## config.mk

```make
export PLATFORM = sky130hd
export DESIGN_NAME = dmem_arbiter_flat
export DESIGN_NICKNAME = d
export VERILOG_FILES = /design/src/rtl/dmem_arbiter_if.sv /design/src/rtl/dmem_arbiter.sv /design/src/flat_wrapper.sv
export SDC_FILE = /design/constraint.sdc
export NUM_CORES = 1
export LEC_CHECK = 0
export CORE_UTILIZATION = 40
export DETAILED_ROUTE_END_ITERATION = 8
export HOLD_SLACK_MARGIN = 0.1
export PLACE_DENSITY = 0.83
export SLEW_MARGIN = 20
export SYNTH_ARGS = -nofsm -noshare
export SYNTH_HDL_FRONTEND = slang
export SYNTH_SLANG_ARGS = --single-unit
```

## constraint.sdc

```tcl
create_clock -name clk -period 11.55 [get_ports clk]
set_input_delay 2.31 -clock clk [delete_from_list [all_inputs] [get_ports clk]]
set_output_delay 2.31 -clock clk [all_outputs]
set_load 0.01 [all_outputs]
```

## src/rtl/dmem_arbiter_if.sv

```systemverilog
// Bundle of requester-side and memory-side signals for the two-port data-memory arbiter.
// slave is the arbiter's view; master is the view of whatever drives the requests and memory.
interface dmem_arbiter_if;
  logic        r0_req;
  logic        r0_we;
  logic [1:0]  r0_size;
  logic [31:0] r0_addr;
  logic [31:0] r0_wdata;
  logic        r0_gnt;
  logic        r0_rvalid;
  logic [31:0] r0_rdata;
  logic        r0_err;

  logic        r1_req;
  logic        r1_we;
  logic [1:0]  r1_size;
  logic [31:0] r1_addr;
  logic [31:0] r1_wdata;
  logic        r1_gnt;
  logic        r1_rvalid;
  logic [31:0] r1_rdata;
  logic        r1_err;

  logic        mem_write;
  logic        mem_read;
  logic [1:0]  mem_size;
  logic [31:0] address;
  logic [31:0] write_data;
  logic [31:0] read_data;

  modport slave (
    input  r0_req, r0_we, r0_size, r0_addr, r0_wdata,
    input  r1_req, r1_we, r1_size, r1_addr, r1_wdata,
    input  read_data,
    output r0_gnt, r0_rvalid, r0_rdata, r0_err,
    output r1_gnt, r1_rvalid, r1_rdata, r1_err,
    output mem_write, mem_read, mem_size, address, write_data
  );

  modport master (
    output r0_req, r0_we, r0_size, r0_addr, r0_wdata,
    output r1_req, r1_we, r1_size, r1_addr, r1_wdata,
    output read_data,
    input  r0_gnt, r0_rvalid, r0_rdata, r0_err,
    input  r1_gnt, r1_rvalid, r1_rdata, r1_err,
    input  mem_write, mem_read, mem_size, address, write_data
  );
endinterface

```

## src/rtl/dmem_arbiter.sv

```systemverilog
// Round-robin arbiter between the core LSU (r0) and debug/DMA (r1) for one data memory.
// Define DMEM_ARB_ALIGN_CHK_EN to also reject misaligned half/word accesses.
module dmem_arbiter #(
  parameter int unsigned MEM_BYTES = 1024
) (
  input logic              clk,
  input logic              rst,
  dmem_arbiter_if.slave    bus_io
);

  typedef enum logic [0:0] {StIdle, StResp} state_e;

  state_e state_q, state_d;
  logic   last_grant_q, last_grant_d;

  logic        gnt0, gnt1, any_gnt, sel;
  logic        sel_we;
  logic [1:0]  sel_size;
  logic [31:0] sel_addr, sel_wdata;
  logic [2:0]  nbytes;
  logic [32:0] end_addr;
  logic        illegal, legal;

  logic [1:0]       rvalid_q, rvalid_d;
  logic [1:0]       err_q, err_d;
  logic [1:0][31:0] rdata_q, rdata_d;
  logic [1:0]       resp_vis;

  // Contended requests go to whichever requester did not win last time.
  always_comb begin
    gnt0    = !rst && bus_io.r0_req && (!bus_io.r1_req || last_grant_q);
    gnt1    = !rst && bus_io.r1_req && (!bus_io.r0_req || !last_grant_q);
    any_gnt = gnt0 || gnt1;
    sel     = gnt1;
    sel_we    = sel ? bus_io.r1_we    : bus_io.r0_we;
    sel_size  = sel ? bus_io.r1_size  : bus_io.r0_size;
    sel_addr  = sel ? bus_io.r1_addr  : bus_io.r0_addr;
    sel_wdata = sel ? bus_io.r1_wdata : bus_io.r0_wdata;
  end

  always_comb begin
    nbytes = 3'd0;
    unique case (sel_size)
      2'b00:   nbytes = 3'd1;
      2'b01:   nbytes = 3'd2;
      2'b10:   nbytes = 3'd4;
      default: nbytes = 3'd0;
    endcase
    // 33-bit sum so an address near 2^32 cannot wrap into range.
    end_addr = {1'b0, sel_addr} + {30'd0, nbytes};
    illegal  = (sel_size == 2'b11) || (end_addr > 33'(MEM_BYTES));
`ifdef DMEM_ARB_ALIGN_CHK_EN
    if ((sel_size == 2'b01) && sel_addr[0]) illegal = 1'b1;
    if ((sel_size == 2'b10) && (sel_addr[1:0] != 2'b00)) illegal = 1'b1;
`endif
    legal = any_gnt && !illegal;
  end

  // State register.
  always_ff @(posedge clk) begin
    if (rst) begin
      state_q      <= StIdle;
      last_grant_q <= 1'b1;
      rvalid_q     <= '0;
      err_q        <= '0;
      rdata_q      <= '0;
    end else begin
      state_q      <= state_d;
      last_grant_q <= last_grant_d;
      rvalid_q     <= rvalid_d;
      err_q        <= err_d;
      rdata_q      <= rdata_d;
    end
  end

  // Next-state logic.
  always_comb begin
    state_d = state_q;
    unique case (state_q)
      StIdle:  state_d = any_gnt ? StResp : StIdle;
      StResp:  state_d = any_gnt ? StResp : StIdle;
      default: state_d = StIdle;
    endcase
    last_grant_d = any_gnt ? sel : last_grant_q;
    rvalid_d     = {gnt1, gnt0};
    err_d        = {gnt1 && illegal, gnt0 && illegal};
    rdata_d[0]   = (gnt0 && legal && !sel_we) ? bus_io.read_data : 32'd0;
    rdata_d[1]   = (gnt1 && legal && !sel_we) ? bus_io.read_data : 32'd0;
  end

  // Outputs; a response pending while rst is high is hidden so it is effectively dropped.
  always_comb begin
    resp_vis[0] = rvalid_q[0] && (state_q == StResp) && !rst;
    resp_vis[1] = rvalid_q[1] && (state_q == StResp) && !rst;

    bus_io.r0_gnt    = gnt0;
    bus_io.r1_gnt    = gnt1;
    bus_io.r0_rvalid = resp_vis[0];
    bus_io.r1_rvalid = resp_vis[1];
    bus_io.r0_err    = resp_vis[0] && err_q[0];
    bus_io.r1_err    = resp_vis[1] && err_q[1];
    bus_io.r0_rdata  = resp_vis[0] ? rdata_q[0] : 32'd0;
    bus_io.r1_rdata  = resp_vis[1] ? rdata_q[1] : 32'd0;

    bus_io.mem_write  = legal && sel_we;
    bus_io.mem_read   = legal && !sel_we;
    bus_io.mem_size   = legal ? sel_size  : 2'b00;
    bus_io.address    = legal ? sel_addr  : 32'd0;
    bus_io.write_data = legal ? sel_wdata : 32'd0;
  end

endmodule

```

## src/flat_wrapper.sv

```systemverilog
// flat-port wrapper written by rule: the top's interface ports become plain ports
module dmem_arbiter_flat 
#(
  parameter int unsigned MEM_BYTES = 1024
)
  (clk, rst, bus_io_r0_req, bus_io_r0_we, bus_io_r0_size, bus_io_r0_addr, bus_io_r0_wdata, bus_io_r1_req, bus_io_r1_we, bus_io_r1_size, bus_io_r1_addr, bus_io_r1_wdata, bus_io_read_data, bus_io_r0_gnt, bus_io_r0_rvalid, bus_io_r0_rdata, bus_io_r0_err, bus_io_r1_gnt, bus_io_r1_rvalid, bus_io_r1_rdata, bus_io_r1_err, bus_io_mem_write, bus_io_mem_read, bus_io_mem_size, bus_io_address, bus_io_write_data);
  dmem_arbiter_if bus_io_i ();
  input logic clk;
  input logic rst;
  input wire logic [$bits(bus_io_i.r0_req)-1:0] bus_io_r0_req;
  input wire logic [$bits(bus_io_i.r0_we)-1:0] bus_io_r0_we;
  input wire logic [$bits(bus_io_i.r0_size)-1:0] bus_io_r0_size;
  input wire logic [$bits(bus_io_i.r0_addr)-1:0] bus_io_r0_addr;
  input wire logic [$bits(bus_io_i.r0_wdata)-1:0] bus_io_r0_wdata;
  input wire logic [$bits(bus_io_i.r1_req)-1:0] bus_io_r1_req;
  input wire logic [$bits(bus_io_i.r1_we)-1:0] bus_io_r1_we;
  input wire logic [$bits(bus_io_i.r1_size)-1:0] bus_io_r1_size;
  input wire logic [$bits(bus_io_i.r1_addr)-1:0] bus_io_r1_addr;
  input wire logic [$bits(bus_io_i.r1_wdata)-1:0] bus_io_r1_wdata;
  input wire logic [$bits(bus_io_i.read_data)-1:0] bus_io_read_data;
  output wire logic [$bits(bus_io_i.r0_gnt)-1:0] bus_io_r0_gnt;
  output wire logic [$bits(bus_io_i.r0_rvalid)-1:0] bus_io_r0_rvalid;
  output wire logic [$bits(bus_io_i.r0_rdata)-1:0] bus_io_r0_rdata;
  output wire logic [$bits(bus_io_i.r0_err)-1:0] bus_io_r0_err;
  output wire logic [$bits(bus_io_i.r1_gnt)-1:0] bus_io_r1_gnt;
  output wire logic [$bits(bus_io_i.r1_rvalid)-1:0] bus_io_r1_rvalid;
  output wire logic [$bits(bus_io_i.r1_rdata)-1:0] bus_io_r1_rdata;
  output wire logic [$bits(bus_io_i.r1_err)-1:0] bus_io_r1_err;
  output wire logic [$bits(bus_io_i.mem_write)-1:0] bus_io_mem_write;
  output wire logic [$bits(bus_io_i.mem_read)-1:0] bus_io_mem_read;
  output wire logic [$bits(bus_io_i.mem_size)-1:0] bus_io_mem_size;
  output wire logic [$bits(bus_io_i.address)-1:0] bus_io_address;
  output wire logic [$bits(bus_io_i.write_data)-1:0] bus_io_write_data;
  assign bus_io_i.r0_req = bus_io_r0_req;
  assign bus_io_i.r0_we = bus_io_r0_we;
  assign bus_io_i.r0_size = bus_io_r0_size;
  assign bus_io_i.r0_addr = bus_io_r0_addr;
  assign bus_io_i.r0_wdata = bus_io_r0_wdata;
  assign bus_io_i.r1_req = bus_io_r1_req;
  assign bus_io_i.r1_we = bus_io_r1_we;
  assign bus_io_i.r1_size = bus_io_r1_size;
  assign bus_io_i.r1_addr = bus_io_r1_addr;
  assign bus_io_i.r1_wdata = bus_io_r1_wdata;
  assign bus_io_i.read_data = bus_io_read_data;
  assign bus_io_r0_gnt = bus_io_i.r0_gnt;
  assign bus_io_r0_rvalid = bus_io_i.r0_rvalid;
  assign bus_io_r0_rdata = bus_io_i.r0_rdata;
  assign bus_io_r0_err = bus_io_i.r0_err;
  assign bus_io_r1_gnt = bus_io_i.r1_gnt;
  assign bus_io_r1_rvalid = bus_io_i.r1_rvalid;
  assign bus_io_r1_rdata = bus_io_i.r1_rdata;
  assign bus_io_r1_err = bus_io_i.r1_err;
  assign bus_io_mem_write = bus_io_i.mem_write;
  assign bus_io_mem_read = bus_io_i.mem_read;
  assign bus_io_mem_size = bus_io_i.mem_size;
  assign bus_io_address = bus_io_i.address;
  assign bus_io_write_data = bus_io_i.write_data;
  dmem_arbiter #(.MEM_BYTES(MEM_BYTES)) u_core (.clk(clk), .rst(rst), .bus_io(bus_io_i));
endmodule
```

==> results of run 1 <==
cell families (layout without fill, tap and decap cells):
| kind of cell | Yosys count | in the layout | share of synthesized area (%) |
|---|---|---|---|
| AOI/OAI and AO/OA | 89 | 89 | 11.8 |
| xor gates and xnor gates | 16 | 16 | 2.54 |
| DFF | 70 | 70 | 25.4 |
| buffers and inverters | 92 | 323 | 8.34 |
| muxes | 57 | 57 | 10.4 |
| and+or+nand+nor | 390 | 390 | 40.4 |
| other | 1 | 21 | 0.0679 |
| adders and majority gates | 4 | 4 | 1.04 |
sequential cells by signal, summed over array words and instances (netlist names):
register,cells
u_core.err_q,2
u_core.state_q,1
u_core.rvalid_q,2
u_core.last_grant_q,1
u_core.rdata_q,64
power breakdown:
group | leakage, uW | switching (uW) | internal [uW]
Clock | 0.000160 | 107 | 190
Combinational | 0.00237 | 82.8 | 82.7
Sequential | 0.000565 | 0.472 | 243
Total | 0.00309 | 190 | 515
critical path, stage by stage:
cell and delay (ps):
sky130_fd_sc_hd__clkdlybuf4s50_1 510, sky130_fd_sc_hd__nor2b_1 150, sky130_fd_sc_hd__buf_4 270, sky130_fd_sc_hd__nand2_4 320, sky130_fd_sc_hd__inv_2 470, sky130_fd_sc_hd__o31ai_1 120, sky130_fd_sc_hd__ha_1 250, sky130_fd_sc_hd__fa_1 430
sky130_fd_sc_hd__a21oi_1 260, sky130_fd_sc_hd__a21oi_1 90, sky130_fd_sc_hd__a22oi_2 470, sky130_fd_sc_hd__o211ai_1 170, sky130_fd_sc_hd__o41ai_1 80, sky130_fd_sc_hd__nor4bb_1 700, sky130_fd_sc_hd__nand2_4 640, sky130_fd_sc_hd__nor3b_1 410
sky130_fd_sc_hd__clkdlybuf4s50_1 580
synthesized netlist by cell type (3+ instances only):
| library cell | n | area (um^2) |
|---|---|---|
| sky130_fd_sc_hd__dfxtp_1 | 70 | 1400 |
| sky130_fd_sc_hd__nor2b_1 | 3 | 18.8 |
| sky130_fd_sc_hd__nor4_1 | 8 | 50.1 |
| sky130_fd_sc_hd__o21ai_0 | 11 | 55.1 |
| sky130_fd_sc_hd__and4_1 | 3 | 26.3 |
| sky130_fd_sc_hd__o211ai_1 | 3 | 22.5 |
| sky130_fd_sc_hd__or2_2 | 3 | 18.8 |
| sky130_fd_sc_hd__mux2i_1 | 53 | 531 |
| sky130_fd_sc_hd__nor3_1 | 93 | 465 |
| sky130_fd_sc_hd__buf_6 | 3 | 33.8 |
| sky130_fd_sc_hd__nor2_1 | 13 | 48.8 |
| sky130_fd_sc_hd__a22oi_1 | 3 | 22.5 |
| sky130_fd_sc_hd__mux2_2 | 4 | 45.0 |
| sky130_fd_sc_hd__clkbuf_1 | 43 | 161 |
| sky130_fd_sc_hd__buf_2 | 11 | 55.1 |
| sky130_fd_sc_hd__ha_1 | 3 | 37.5 |
| sky130_fd_sc_hd__nand2_1 | 63 | 236 |
| sky130_fd_sc_hd__and3_1 | 8 | 50.1 |
| sky130_fd_sc_hd__and2_1 | 71 | 444 |
| sky130_fd_sc_hd__a21oi_1 | 21 | 105 |
| sky130_fd_sc_hd__a21o_1 | 3 | 22.5 |
| sky130_fd_sc_hd__inv_1 | 10 | 37.5 |
| sky130_fd_sc_hd__nor3b_1 | 5 | 37.5 |
| sky130_fd_sc_hd__nand3b_1 | 4 | 30.0 |
| sky130_fd_sc_hd__buf_4 | 21 | 158 |
| sky130_fd_sc_hd__nor3_2 | 30 | 300 |
| sky130_fd_sc_hd__nand4_1 | 20 | 125 |
| sky130_fd_sc_hd__o31a_1 | 5 | 43.8 |
| sky130_fd_sc_hd__xnor2_1 | 10 | 87.6 |
| sky130_fd_sc_hd__a31oi_1 | 6 | 37.5 |
| sky130_fd_sc_hd__buf_1 | 3 | 11.3 |
| sky130_fd_sc_hd__nand3_1 | 52 | 260 |
| sky130_fd_sc_hd__a41oi_1 | 3 | 26.3 |
| sky130_fd_sc_hd__xor2_1 | 6 | 52.6 |
| sky130_fd_sc_hd__o2111ai_1 | 3 | 26.3 |
layout by cell type, fill, tap and decap left out, types with 3 or more instances in the layout:
cell type / n
sky130_fd_sc_hd__nor3_2: 30
sky130_fd_sc_hd__nor4_1: 8
sky130_fd_sc_hd__a31oi_1: 6
sky130_fd_sc_hd__mux2_2: 4
sky130_fd_sc_hd__nor3_1: 93
sky130_fd_sc_hd__clkbuf_16: 9
sky130_fd_sc_hd__o31a_1: 5
sky130_fd_sc_hd__a22oi_1: 3
sky130_fd_sc_hd__o211ai_1: 3
sky130_fd_sc_hd__clkdlybuf4s50_1: 286
sky130_fd_sc_hd__a21o_1: 3
sky130_fd_sc_hd__a41oi_1: 3
sky130_fd_sc_hd__xor2_1: 6
sky130_fd_sc_hd__o21ai_0: 11
sky130_fd_sc_hd__dfxtp_1: 70
sky130_fd_sc_hd__mux2i_1: 52
sky130_fd_sc_hd__nand3_1: 52
sky130_fd_sc_hd__o2111ai_1: 3
sky130_fd_sc_hd__nand2_1: 62
sky130_fd_sc_hd__xnor2_1: 10
sky130_fd_sc_hd__ha_1: 3
sky130_fd_sc_hd__a21oi_1: 21
sky130_fd_sc_hd__inv_1: 10
sky130_fd_sc_hd__and3_1: 8
sky130_fd_sc_hd__nand3b_1: 4
sky130_fd_sc_hd__and2_1: 71
sky130_fd_sc_hd__buf_4: 10
sky130_fd_sc_hd__nor2_1: 12
sky130_fd_sc_hd__or2_2: 3
sky130_fd_sc_hd__nor3b_1: 5
sky130_fd_sc_hd__conb_1: 21
sky130_fd_sc_hd__and4_1: 3
sky130_fd_sc_hd__nor2b_1: 3
sky130_fd_sc_hd__nand4_1: 20
layout make-up:
cell class                      count  share of cell area (%)
Clock buffer                        9                    2.59
Clock inverter                      7                    1.11
Inverter                           11                   0.475
Multi-Input combinational cell    577                    43.4
Sequential cell                    70                    16.1
Tap cell                          176                    2.53
Timing Repair Buffer              296                    33.8
metrics by stage:
stage | instances | util (%) | setup WS, ps
finish | 1146 | 65.1 | 931
global route | 1146 | 65.1 | 453
CTS | 1146 | 65.1 | 967
detailed placement | 1130 | 62.7 | 992
global placement | 1130 | 62.7 | 1140
floorplan | 739 | - | 2630
per-layer routing:
layer	vias up	part of all wire, %
met4	0	4.5
met5	-	0
met3	62	7.7
met1	2967	39
li1	3053	-
met2	351	49
worst paths after layout:
check | start | end | slack (ps)
setup / recovery | bus_io_r1_req | bus_io_address[1] | 930
hold reg to reg | u_core.last_grant_q$_SDFFE_PP1P_ | u_core.last_grant_q$_SDFFE_PP1P_ | 510
hold / removal | u_core.last_grant_q$_SDFFE_PP1P_ | u_core.last_grant_q$_SDFFE_PP1P_ | 510
setup reg to reg | u_core.last_grant_q$_SDFFE_PP1P_ | u_core.rdata_q[17]$_SDFF_PP0_ | 6410
==> reports/summary.md, run 1 <==
* completed — run status
* 0 — number of antenna violations at the first check in global routing
* 9240 ps — required arrival time at the worst endpoint
* 0% — share of flip-flops with an asynchronous set or reset
* 308 — number of ports placed on the die boundary
* false — RSZ-0062 raised after global routing
* 1400 um^2 — sequential cell area in the final layout
* 13300 um^2 — core outline area
* 0.959 — routability-driven placement congestion ratio
* 990 ps — worst slew pin tran
* output port — capturing element type of the critical path
* 8690 um^2 — design area
* 34.0% — max_slew headroom
* 8370 um^2 — Cell Area, Placed
* 0 ps — aggregate negative setup slack
* in -> out — Worst Path Class, Setup
* 6433 — vias after detailed routing
* primary input — crit start category
* 70 — register bit total from synthesis
* 506 ps — Hold Worst Slack
* 706 uW — Total Power Consumption
* 286 — IO buf count
* 42 — total number of placement rows
* 20600 um — overall routed net length
* 68 — maximum fanout count along the critical path
* 5 — number of iterations in the first detailed-routing pass
* 0 — detailed-route DRC error count
* 0 — Final Max Tran Viols
* 70 — number of clock sinks
* 50 ps — clock input transition at the sequential cells of the worst setup and hold paths
* 5.61 — via-per-instance ratio
* 94.2 MHz — highest attainable clock frequency
* reg -> reg — worst hold-check path type
* 41.4% — initial cell density of the core
* 8310 ps — data arrival time at the worst-slack endpoint
* 719 — number of cells produced by synthesis
* 0 — count of cells resized by post-cts repair
* 16 — worst reg-to-reg path cell count
* 0 — number of flops mapped to enable cells by yosys
* 69 — largest net degree at the start of global routing
* 0 — total inserted antenna cells
* 0 — max-cap check violation count
* 1139 — net count reported at finish
* 330 ps — clock latency reported for the late side of the worst-skew pair
* 9 — number of buffers added by the clock tree synthesis step
* 0.0605 mV — Max VDD drop
* 17.9 um — wire per inst
* 467 — violation count after the first detailed-route iteration
* 5.89% — met3 usage in global routing
* 6063 — number of global-route vias before repair
* sky130_fd_sc_hd__clkbuf_16 — CTS Root Cell
* sky130_fd_sc_hd__dfxtp_1 — predominant post-synthesis flop cell
* 14300 um^2 — Total Die Area
* met2 — Most Used Layer, Global Route
* 25.4% — sequential-to-total area share from yosys stat
* 10620 ps — Min Clock Period, post-route
* 5520 um^2 — Post-Synthesis Cell Area
* 120 um — die boundary width
* 7.68 um^2 — mean area per synthesized cell
* built — clock tree from TritonCTS
* 0 — Setup violations, final
* 1185 — number of inserted filler cells in the final layout
* 2 — Bufs on Longest Clock Path
* 0 — total count of hold-check failures in the final report
* 48.1% — Global Route met2 Usage
* 4.98 ps — worst-case clock skew
* 2 — hold depth
* 32.4% — met1 global-route usage
* 27.9% — overall fraction of global-route tracks in use
* 0 — number of buffers inserted for hold repair after clock tree synthesis
* 81.2 nW/um^2 — power density relative to cell area
* 0 — Yosys warning total
* 15400 um — HPWL after detailed placement
* 0 — total grt overflow
* 0.00309 uW — static leakage
* 0 — residual antenna-violating net count after detailed routing
* 3 — # H-tree levels
* 91.9% — share of the clock period used by the worst path after layout
* 31600 um — first-pass GRT wire length
* 69 — number of distinct library cells after synthesis
* 0 — Post-CTS Setup Bufs
* 120 um — die height
* 57.3% — synthesis-to-finish area growth
* 3770 um^2 — combined area of the multi-input logic cells
* 7.73% — fraction of layout cells with a size suffix above 1
No activity file was read; power rests on OpenSTA's default activity.
==> run 2: changes to the inputs <==
--- a/config.mk
+++ b/config.mk
@@ -5,6 +5,7 @@
 export SDC_FILE = /design/constraint.sdc
 export NUM_CORES = 1
 export LEC_CHECK = 0
+export CORE_MARGIN = 5
 export CORE_UTILIZATION = 40
 export DETAILED_ROUTE_END_ITERATION = 8
 export HOLD_SLACK_MARGIN = 0.1
==> run 2 against run 1 <==
  * Utilization fell by 1.8 points
  * First-iteration DRC count grew 6.2%
  * Clock skew is essentially flat
  * Die area is 14% higher
  * Final area shrank 0.13%
  * Critical endpoint is now bus_io_address[0]
  * Total power down 3.0%
  * Count of clock-buffer cells in the layout did not move
  * Global-route usage is 3.9 points lower
  * Highest routed layer unchanged
  * Worst hold slack improved by 6.5 ps
==> reports/summary.md, run 2 (synthesis gave the netlist of run 1 again) <==
* completed — run status
* 6510 ps — register-to-register setup slack, +100 ps
* 630 ps — max incr delay on CP, -70 ps
* 18.1 um — wire per inst, +1.0%
* 7.83% — fraction of layout cells with a size suffix above 1, +0.095 points
* 23.9% — part of the total power dissipated in combinational logic, +0.4 points
* 1000 ps — worst slew pin tran, +11.3 ps
* 0.0577 mV — Max VDD drop, -4.7%
* 90.9% — share of the clock period used by the worst path after layout, -1.1 points
* 0 ps — aggregate negative setup slack, unchanged
* 0 — total count of hold-check failures in the final report, unchanged
* 0 — residual antenna-violating net count after detailed routing, unchanged
* built — clock tree from TritonCTS
* 15900 um — HPWL after detailed placement, +3.3%
* reg -> reg — worst hold-check path type
* 128 um — die boundary width, +6.7%
* 0.00308 uW — static leakage, -0.54%
* u_core.last_grant_q$_SDFFE_PP1P_ — reg-to-reg startpoint
* 39 — maximum fanout count along the critical path, -43%
* 35.5% — share of total power in sequential cells, +1.0 points
* 24.0% — overall fraction of global-route tracks in use, -3.9 points
* 16300 um^2 — Total Die Area, +14%
* 70 — number of clock sinks, unchanged
* 513 ps — Hold Worst Slack, +6.49 ps
* 9240 ps — required arrival time at the worst endpoint, about the same
* 0 — total inserted antenna cells, unchanged
* 0 — Final Max Tran Viols, unchanged
* 308 — number of ports placed on the die boundary, unchanged
* 17 — worst reg-to-reg path cell count, +1
* output port — capturing element type of the critical path
* 95.3 MHz — highest attainable clock frequency, +1.2%
* 495 uW — internal power, -3.9%
* 20900 um — overall routed net length, +1.5%
* false — RSZ-0062 raised after global routing
* 0 — Setup violations, final, unchanged
* 0 — number of buffers inserted for hold repair after clock tree synthesis, unchanged
* 0 — detailed-route DRC error count, unchanged
* 5.58 — via-per-instance ratio, -0.56%
* 3760 um^2 — combined area of the multi-input logic cells, -0.23%
* 31700 um — first-pass GRT wire length, +0.57%
* 1400 um^2 — sequential cell area in the final layout, unchanged
* 3 — # H-tree levels, unchanged
* 1140 — net count reported at finish, +0.088%
* u_core.rdata_q — Reg with most FFs
* bus_io_address[0] — worst setup path end
* 0 — Post-CTS Setup Bufs, unchanged
* 2 — Bufs on Longest Clock Path, unchanged
* 1180 — number of inserted filler cells in the final layout, -0.42%
* 286 x sky130_fd_sc_hd__clkdlybuf4s50_1, 93 x sky130_fd_sc_hd__nor3_1, 71 x sky130_fd_sc_hd__and2_1, 70 x sky130_fd_sc_hd__dfxtp_1, 62 x sky130_fd_sc_hd__nand2_1 — most frequent cells in the layout
* sky130_fd_sc_hd__clkbuf_16 — CTS Root Cell
* sky130_fd_sc_hd__clkdlybuf4s50_1 — most common library cell in the layout ignoring fill and taps
* u_core.rdata_q x64, u_core.err_q x2, u_core.rvalid_q x2 — registers with the highest flip-flop counts
* 0 — count of cells resized by post-cts repair, unchanged
* primary input — crit start category
* 0 — number of antenna violations at the first check in global routing, unchanged
* 128 um — die height, +6.7%
* 9 — number of buffers added by the clock tree synthesis step, unchanged
* 8190 ps — data arrival time at the worst-slack endpoint, -120 ps
* clkdlybuf4s50_1, nor2b_1, buf_4, nand2_4, inv_2, o31ai_1, ha_1, fa_1, a21oi_1, a21oi_1, a22oi_2, nor2_1, o32a_1, a2111oi_2, nand4b_1, buf_4, nor3b_1, clkdlybuf4s50_1 — series of cell instances along the critical path
* 18 — critical path depth, +1
* 5.40 ps — worst-case clock skew, +0.421 ps
* 6253 — number of global-route vias before repair, +3.1%
* 1.00 — routability-driven placement congestion ratio, +4.5%
* bus_io_r1_req — start point of the critical path
* 496 — violation count after the first detailed-route iteration, +6.2%
* 64 — flip-flop count of the largest register after layout, unchanged
* 40.6% — clock network power share, -1.5 points
* 189 uW — power dissipated by switching net loads, -0.51%
* 49 — largest net degree at the start of global routing, -29%
* u_core.rdata_q[25]$_SDFF_PP0_ — r2r endpoint
* in -> out — Worst Path Class, Setup
* buffers and inverters — dominant delay contributor by cell family on the critical path
* 5 — number of iterations in the first detailed-routing pass, unchanged
* 10500 ps — Min Clock Period, post-route, -122 ps
* 0 — total grt overflow, unchanged
* 286 — IO buf count, unchanged
* 5 — worst path buffer plus inverter count, +1
* 330 ps — clock latency reported for the late side of the worst-skew pair, about the same
* 60 ps — clock input transition at the sequential cells of the worst setup and hold paths, about the same
* 6425 — vias after detailed routing, -0.12%
* 43 — total number of placement rows, +2.4%
* 40.3% — initial cell density of the core, -1.1 points
* sky130_fd_sc_hd__clkdlybuf4s50_1 — cell at the slowest stage of the critical path
* 0 — max-cap check violation count, unchanged
* 33.2% — max_slew headroom, -0.76 points
* 57.1% — synthesis-to-finish area growth
* 78.9 nW/um^2 — power density relative to cell area, -2.8%
* 27.7% — fraction of power spent switching nets, +0.68 points
* 13700 um^2 — core outline area, +2.8%
run 2: cell type report:
class	instances	share of cell area [%]
clock buffers	9	2.59
clock inverters	7	0.937
inverters	11	0.476
multi-input cells	577	43.3
flip-flops and latches	70	16.1
well taps	180	2.59
repair buffers	297	33.9
run 2: worst min-delay path by stage:
stage / slack [ps] / from / cells after the start / to
finish: 510 / u_core.last_grant_q$_SDFFE_PP1P_ / 2 / u_core.last_grant_q$_SDFFE_PP1P_
global route: 550 / u_core.last_grant_q$_SDFFE_PP1P_ / 2 / u_core.last_grant_q$_SDFFE_PP1P_
CTS: 520 / u_core.last_grant_q$_SDFFE_PP1P_ / 2 / u_core.last_grant_q$_SDFFE_PP1P_
detailed placement: 510 / u_core.last_grant_q$_SDFFE_PP1P_ / 2 / u_core.last_grant_q$_SDFFE_PP1P_
global placement: 500 / u_core.last_grant_q$_SDFFE_PP1P_ / 2 / u_core.last_grant_q$_SDFFE_PP1P_
floorplan: 470 / u_core.last_grant_q$_SDFFE_PP1P_ / 2 / u_core.last_grant_q$_SDFFE_PP1P_
run 2: routing by layer:
layer / track usage [%] / vias up / part of all wire [%]
met5: 0 / - / 0
met1: 27.6 / 2911 / 37
met3: 6.15 / 60 / 10
met4: 9.97 / 0 / 3.6
met2: 42.1 / 393 / 49
li1: - / 3061 / -
run 2: power by group through the flow:
stage | clock, uW | sequential [uW] | combinational [uW]
floorplan | 0 | 248 | 77.5
global placement | 0 | 248 | 159
detailed placement | 0 | 248 | 160
CTS | 282 | 243 | 161
global route | 292 | 243 | 175
finish | 278 | 243 | 164
run 2: worst min-delay path, cell delays in order, from the launching register on:
cell                      delay, ps
sky130_fd_sc_hd__dfxtp_1        310
sky130_fd_sc_hd__inv_1           60
sky130_fd_sc_hd__o21ai_0         80
run 2: through the flow:
stage | instance area (um^2) | util (%) | cells | total power [uW] | setup slack (ps)
finish | 8680 | 63.3 | 1151 | 685 | 1050
global route | 8680 | 63.3 | 1151 | 711 | 679
CTS | 8670 | 63.2 | 1151 | 687 | 1040
detailed placement | 8370 | 61.0 | 1135 | 409 | 1040
global placement | 8370 | 61.0 | 1135 | 408 | 1120
floorplan | 5600 | - | 739 | 326 | 2630
